### config.mk
export PLATFORM = sky130hd
export DESIGN_NAME = pipeline_ctrl
export DESIGN_NICKNAME = d
export VERILOG_FILES = /design/src/rtl/pipeline_ctrl_pkg.sv /design/src/rtl/pipeline_ctrl_load_use_detect.sv /design/src/rtl/pipeline_ctrl.sv
export SDC_FILE = /design/constraint.sdc
export NUM_CORES = 1
export LEC_CHECK = 0
export ABC_AREA = 1
export CORE_AREA = 2 2 70 72
export CTS_CLUSTER_DIAMETER = 50
export CTS_CLUSTER_SIZE = 8
export DETAILED_ROUTE_END_ITERATION = 10
export DIE_AREA = 0 0 72 74
export GPL_TIMING_DRIVEN = 0
export PLACE_DENSITY = 0.74
export SLEW_MARGIN = 20
export SYNTH_ARGS = -nofsm -noshare
export SYNTH_HDL_FRONTEND = slang
export SYNTH_HIERARCHICAL = 1
export SYNTH_SLANG_ARGS = --single-unit
### constraint.sdc
create_clock -name clk -period 2 [get_ports clk]
set_clock_uncertainty 0.15 [all_clocks]
set_input_delay 0.3 -clock clk [delete_from_list [all_inputs] [get_ports clk]]
set_output_delay 0.3 -clock clk [all_outputs]
set_load 0.05 [all_outputs]
### src/rtl/pipeline_ctrl_pkg.sv
// pipeline_ctrl_pkg: shared state encoding and constants for the pipeline controller
package pipeline_ctrl_pkg;
    typedef enum logic [1:0] {RUN = 2'd0, IMISS = 2'd1, DMISS = 2'd2, ERR = 2'd3} state_t;
    typedef enum logic [2:0] {M_NONE, M_FREEZE, M_BRANCH, M_IMISS, M_LU, M_ERR} mode_t;
    localparam logic [4:0] REG_ZERO = 5'd0;
    localparam int MISS_TIMEOUT_DEF = 64;
endpackage

### src/rtl/pipeline_ctrl_load_use_detect.sv
// load_use_detect: flags an ID instruction reading the destination of a load sitting in EX
module load_use_detect
    import pipeline_ctrl_pkg::*;
(
    input  logic       ex_mem_read,
    input  logic [4:0] ex_rt,
    input  logic [4:0] id_rs,
    input  logic [4:0] id_rt,
    input  logic       id_uses_rt,
    output logic       load_use
);
    assign load_use = ex_mem_read && ex_rt != REG_ZERO && (ex_rt == id_rs || (id_uses_rt && ex_rt == id_rt));
endmodule

### src/rtl/pipeline_ctrl.sv
// pipeline_ctrl: stall/flush sequencer for the 5-stage pipeline with miss timeout detection
module pipeline_ctrl
    import pipeline_ctrl_pkg::*;
#(
    parameter int MISS_TIMEOUT = MISS_TIMEOUT_DEF,
    parameter int CNT_W        = 16
) (
    input  logic             clk,
    input  logic             rst_n,
    input  logic             icache_hit,
    input  logic             dmem_req,
    input  logic             dcache_hit,
    input  logic             branch_taken,
    input  logic             ex_mem_read,
    input  logic [4:0]       ex_rt,
    input  logic [4:0]       id_rs,
    input  logic [4:0]       id_rt,
    input  logic             id_uses_rt,
    output logic             pc_en,
    output logic             if_id_en,
    output logic             if_id_flush,
    output logic             id_ex_en,
    output logic             id_ex_flush,
    output logic             ex_mem_en,
    output logic             mem_wb_flush,
    output logic [1:0]       state,
    output logic             err,
    output logic [CNT_W-1:0] stall_cycles
);
    localparam int WW = $clog2(MISS_TIMEOUT + 1);

    state_t        st, nxt;
    mode_t         mode, run_mode;
    logic [WW-1:0] wait_cnt, wait_nxt;
    logic          load_use, dmiss, imiss, timeout;

    load_use_detect u_lud (
        .ex_mem_read(ex_mem_read),
        .ex_rt      (ex_rt),
        .id_rs      (id_rs),
        .id_rt      (id_rt),
        .id_uses_rt (id_uses_rt),
        .load_use   (load_use)
    );

    assign dmiss   = dmem_req && !dcache_hit;
    assign imiss   = !icache_hit;
    assign timeout = wait_cnt == WW'(MISS_TIMEOUT);

    // pick the pipeline action for this cycle and the next state / wait count
    always_comb begin
        run_mode = dmiss ? M_FREEZE : branch_taken ? M_BRANCH : imiss ? M_IMISS : load_use ? M_LU : M_NONE;
        mode     = run_mode;
        nxt      = RUN;
        wait_nxt = '0;
        case (st)
            RUN: begin
                nxt      = dmiss ? DMISS : run_mode == M_IMISS ? IMISS : RUN;
                wait_nxt = nxt == RUN ? '0 : WW'(1);
            end
            DMISS: if (!dcache_hit) begin
                mode     = M_FREEZE;
                nxt      = timeout ? ERR : DMISS;
                wait_nxt = wait_cnt + WW'(1);
            end
            IMISS: if (!dmiss && !branch_taken && imiss) begin
                mode     = M_IMISS;
                nxt      = timeout ? ERR : IMISS;
                wait_nxt = wait_cnt + WW'(1);
            end else begin
                nxt      = dmiss ? DMISS : RUN;
                wait_nxt = dmiss ? WW'(1) : '0;
            end
            default: begin
                mode     = M_ERR;
                nxt      = ERR;
                wait_nxt = wait_cnt;
            end
        endcase
    end

    assign pc_en        = mode == M_NONE || mode == M_BRANCH;
    assign if_id_en     = !(mode == M_FREEZE || mode == M_LU || mode == M_ERR);
    assign if_id_flush  = mode == M_BRANCH || mode == M_IMISS;
    assign id_ex_en     = !(mode == M_FREEZE || mode == M_ERR);
    assign id_ex_flush  = mode == M_BRANCH || mode == M_LU;
    assign ex_mem_en    = !(mode == M_FREEZE || mode == M_ERR);
    assign mem_wb_flush = mode == M_FREEZE;
    assign state        = st;
    assign err          = st == ERR;

    // state, miss wait counter and saturating stall counter
    always_ff @(posedge clk or negedge rst_n) begin
        if (!rst_n) begin
            st           <= RUN;
            wait_cnt     <= '0;
            stall_cycles <= '0;
        end else begin
            st       <= nxt;
            wait_cnt <= wait_nxt;
            if (!pc_en && !(&stall_cycles))
                stall_cycles <= stall_cycles + CNT_W'(1);
        end
    end
endmodule

==> results.sh <==
export IMPL_switching_power_mw=0.212
export IMPL_fin_hold_ws_ns=0.400
export IMPL_drv_cap=0
export IMPL_viasPerCell=4.94
export IMPL_hold_violations=0
export IMPL_fin_ws_ns=-0.316
export IMPL_routed_wl_um=5000
export IMPL_synth_xor_area_share_pct=4.44
export IMPL_drt_iter0_drc=99
export IMPL_cts_buffers=3
export IMPL_crit_path_max_incr_delay_ns=0.46
export IMPL_synth_seq_area_share_pct=31.7
export IMPL_dp_hpwl_um=3610
export IMPL_ys_warn_count=6
export IMPL_max_freq_ghz=0.432
export IMPL_synth_top_area_share_pct=31.7
export IMPL_cp_max_fo=4
export IMPL_gp_congestion=0.894
export IMPL_ys_ff_latch=25
export IMPL_crit_top_cell="inv_2"
export IMPL_power_leakage_nw=1.46
export IMPL_netlist_instances=305
export IMPL_dp_cells=407
export IMPL_synthTopCellsByArea="dfrtp_1, nand2_1, nand3_1, inv_1, nor2_1"
export IMPL_syn_cell_area_mm2=0.00197
export IMPL_p_seq_share_pct=56.1
export IMPL_yosysTopAreaCell="dfrtp_1"
export IMPL_fin_cells=424
export IMPL_clk_pin_slew_ns=0.09
export IMPL_critPathKind="flip-flop to output port"
export IMPL_grt_ovfl_total=0
export IMPL_synthMuxAreaShare_pct=0
export IMPL_ys_types=26
export IMPL_port_buffers=48
export IMPL_violations="negative setup slack"
export IMPL_die_area_mm2=0.00533
export IMPL_final_cell_mix="nand2_1, nand3_1, inv_1, nor2_1, dlygate4sd2_1"
export IMPL_path_buf_inv=5
export IMPL_finalSetupViolations=7
export IMPL_period_share_pct=116
export IMPL_cts_sinks=25
export IMPL_wl_per_cell_um=11.8
export IMPL_synth_top_family_by_area="simple AND/OR/NAND/NOR gates"
export IMPL_grt_pass1_wl_um=8640
export IMPL_fin_area_mm2=0.00282
export IMPL_worstHoldPathType="flip-flop to flip-flop"
export IMPL_endpoint_kind="output port"
export IMPL_critical_path_required_ns=1.55
export IMPL_first_global_vias=1990
export IMPL_clockBufferDepth=2
export IMPL_max_slew_margin_pct=61.2
export IMPL_placed_area_mm2=0.00257
export IMPL_yosys_area_share_simple_pct=43.5
export IMPL_drive_gt1_share_pct=20.5
export IMPL_vias=2093
export IMPL_syn_nets=336
export IMPL_outcome="complete, but fails checks"
export IMPL_cp_cell_sequence="inv_2 -> ha_4 -> nor2_4 -> inv_2 -> nand2_1 -> nand2_1 -> nand2_2 -> inv_2 -> or2_4 -> buf_6 -> buf_8"
export IMPL_pre_cts_ws_ns=-1.27
export IMPL_netSwitchingFraction_pct=23.6
export IMPL_cpMaxStageDelayCell="dfrtp_2"
export IMPL_tightest_slew_ns=0.583
export IMPL_antenna_left=0
export IMPL_synth_compound_area_share_pct=5.08
export IMPL_combPwrFrac_pct=10.2
export IMPL_cts_tree="yes"
export IMPL_totalPowerFinal_mw=0.899
export IMPL_drtPass1Iterations=4
export IMPL_cp_data_arrival_time_ns=1.87
export IMPL_grt_setup_unrepaired="true"
export IMPL_core_mm2=0.00460
export IMPL_vdd_drop_max_v=0.000400
export IMPL_cp_top_family="simple AND/OR/NAND/NOR gates"
export IMPL_initial_core_util_pct=42.9
export IMPL_area_growth_pct=42.9
export IMPL_powerDensity_mw_per_mm2=319
export IMPL_grt_usage_pct=20.1
export IMPL_final_common_cell="nand2_1"
export IMPL_rows=25
export IMPL_clk_latency_ns=0.27
export IMPL_cts_root_buf="clkbuf_8"
export IMPL_die_h_um=74
export IMPL_syn_area_per_cell_um2=6.46
export IMPL_htreeDepth=1
export IMPL_diodes=0
export IMPL_yosys_area_share_adder_pct=5.08
export IMPL_drc=0
export IMPL_intPower_mw=0.687
export IMPL_nNetsFinal=402
export IMPL_maxSlewViolCount=0
export IMPL_power_frac_clock_pct=33.6
export IMPL_antenna_found_initial=0
export IMPL_start_kind="flip-flop"
export IMPL_period_needed_ns=2.32
export IMPL_grt_max_degree=26
export IMPL_n_fill_cell=430
export IMPL_die_w_um=72
export IMPL_io_pins=49
stage by stage:
step,setup TNS (ns),util [%]
after floorplan,-2.02,-
after detailed placement,-11.91,55.9
final,-1.85,61.2
after CTS,-2.11,60.9
after global placement,-11.11,56.0
after global routing,-2.55,61.2
synth_stat cells:
library cell,instances
xnor2_1,5
nand2_1,109
nand2_4,2
inv_2,3
nor3_2,1
nor2_4,2
buf_6,1
nor2_1,32
o21ai_0,7
inv_1,39
nor3_1,2
a21boi_0,1
nor2_2,1
clkinv_1,1
buf_4,3
xor2_1,5
dfrtp_1,25
nand2_2,2
nand3_4,1
or2_2,1
a21oi_1,10
nand4_1,8
o211ai_1,1
ha_1,8
buf_2,1
nand3_1,34
sequential cells by signal, summed over array words and instances (netlist names):
name and cells:
stall_cycles 16, state 2, wait_cnt 7
power by group through the flow:
stage          sequential, mW  combinational, mW  clock [mW]
3_5_place_dp            0.515             0.0987           0
6_report                0.505             0.0920       0.302
4_1_cts                 0.505             0.0911       0.315
2_1_floorplan           0.515             0.0337           0
3_3_place_gp            0.515             0.0979           0
5_1_grt                 0.505              0.104       0.332
worst register-to-register path, cell delays in order, from the launching register on:
cell     delay [ns]
dfrtp_2        0.48
inv_2          0.11
ha_4           0.16
nor2_4         0.04
inv_2          0.06
buf_4          0.10
nand3_2        0.07
nand2_2        0.09
nand2_4        0.07
nand2_4        0.07
buf_8          0.12
buf_8          0.13
nand2_1        0.05
nand2_1        0.06
nand2_1        0.04
per-layer routing:
layer  wire length (um)  GRT usage (%)  share of wire (%)
met3                237           4.20                4.7
met2               2600           36.1                 52
met5                  0              0                  0
met1               2130           24.6                 43
met4                 27           5.45               0.54
repair_timing:
item                                    in CTS  in global routing
pin swaps                                   20                 12
setup buffers                               16                  2
cloned                                       0                  0
endpoints found under the hold margin       25                  0
endpoints found under the setup margin      30                 26
resized for setup                           99                 23
hold buffers                                 1                  0
cell families (layout without fill, tap and decap cells):
logic type               count (synthesis)  after routing
AO/OA/AOI/OAI                           19             19
adder cells (fa/ha/maj)                  8              8
XOR/XNOR                                10             10
AND/OR/NAND/NOR                        195            195
flip-flops                              25             25
buffers and inverters                   48            113
area by class of cell:
class | instances | area (um2) | area share [%]
inverters | 43 | 168 | 5.96
well taps | 54 | 67.6 | 2.40
clock buffers | 3 | 41.3 | 1.47
repair buffers | 63 | 594 | 21.1
plain buffers | 3 | 31.3 | 1.11
flip-flops and latches | 25 | 631 | 22.4
clock inverters | 1 | 5.00 | 0.178
multi-input cells | 232 | 1280 | 45.4
path summary, 6_finish.rpt:
| check | startpoint | cells past startpoint | slack [ns] | to |
|---|---|---|---|---|
| max in group asynchronous | rst_n | 2 | 0.87 | state[0] |
| worst min-delay path | stall_cycles[15] | 2 | 0.40 | stall_cycles[15] |
| worst min register to register | stall_cycles[15] | 2 | 0.40 | stall_cycles[15] |
| worst max register to register | state[0] | 14 | 0.09 | stall_cycles[12] |
| min in group asynchronous | rst_n | 2 | 0.41 | stall_cycles[2] |
| worst max-delay path | state[0] | 11 | -0.32 | id_ex_en |
Note: power is estimated with default switching activity, not from simulation.
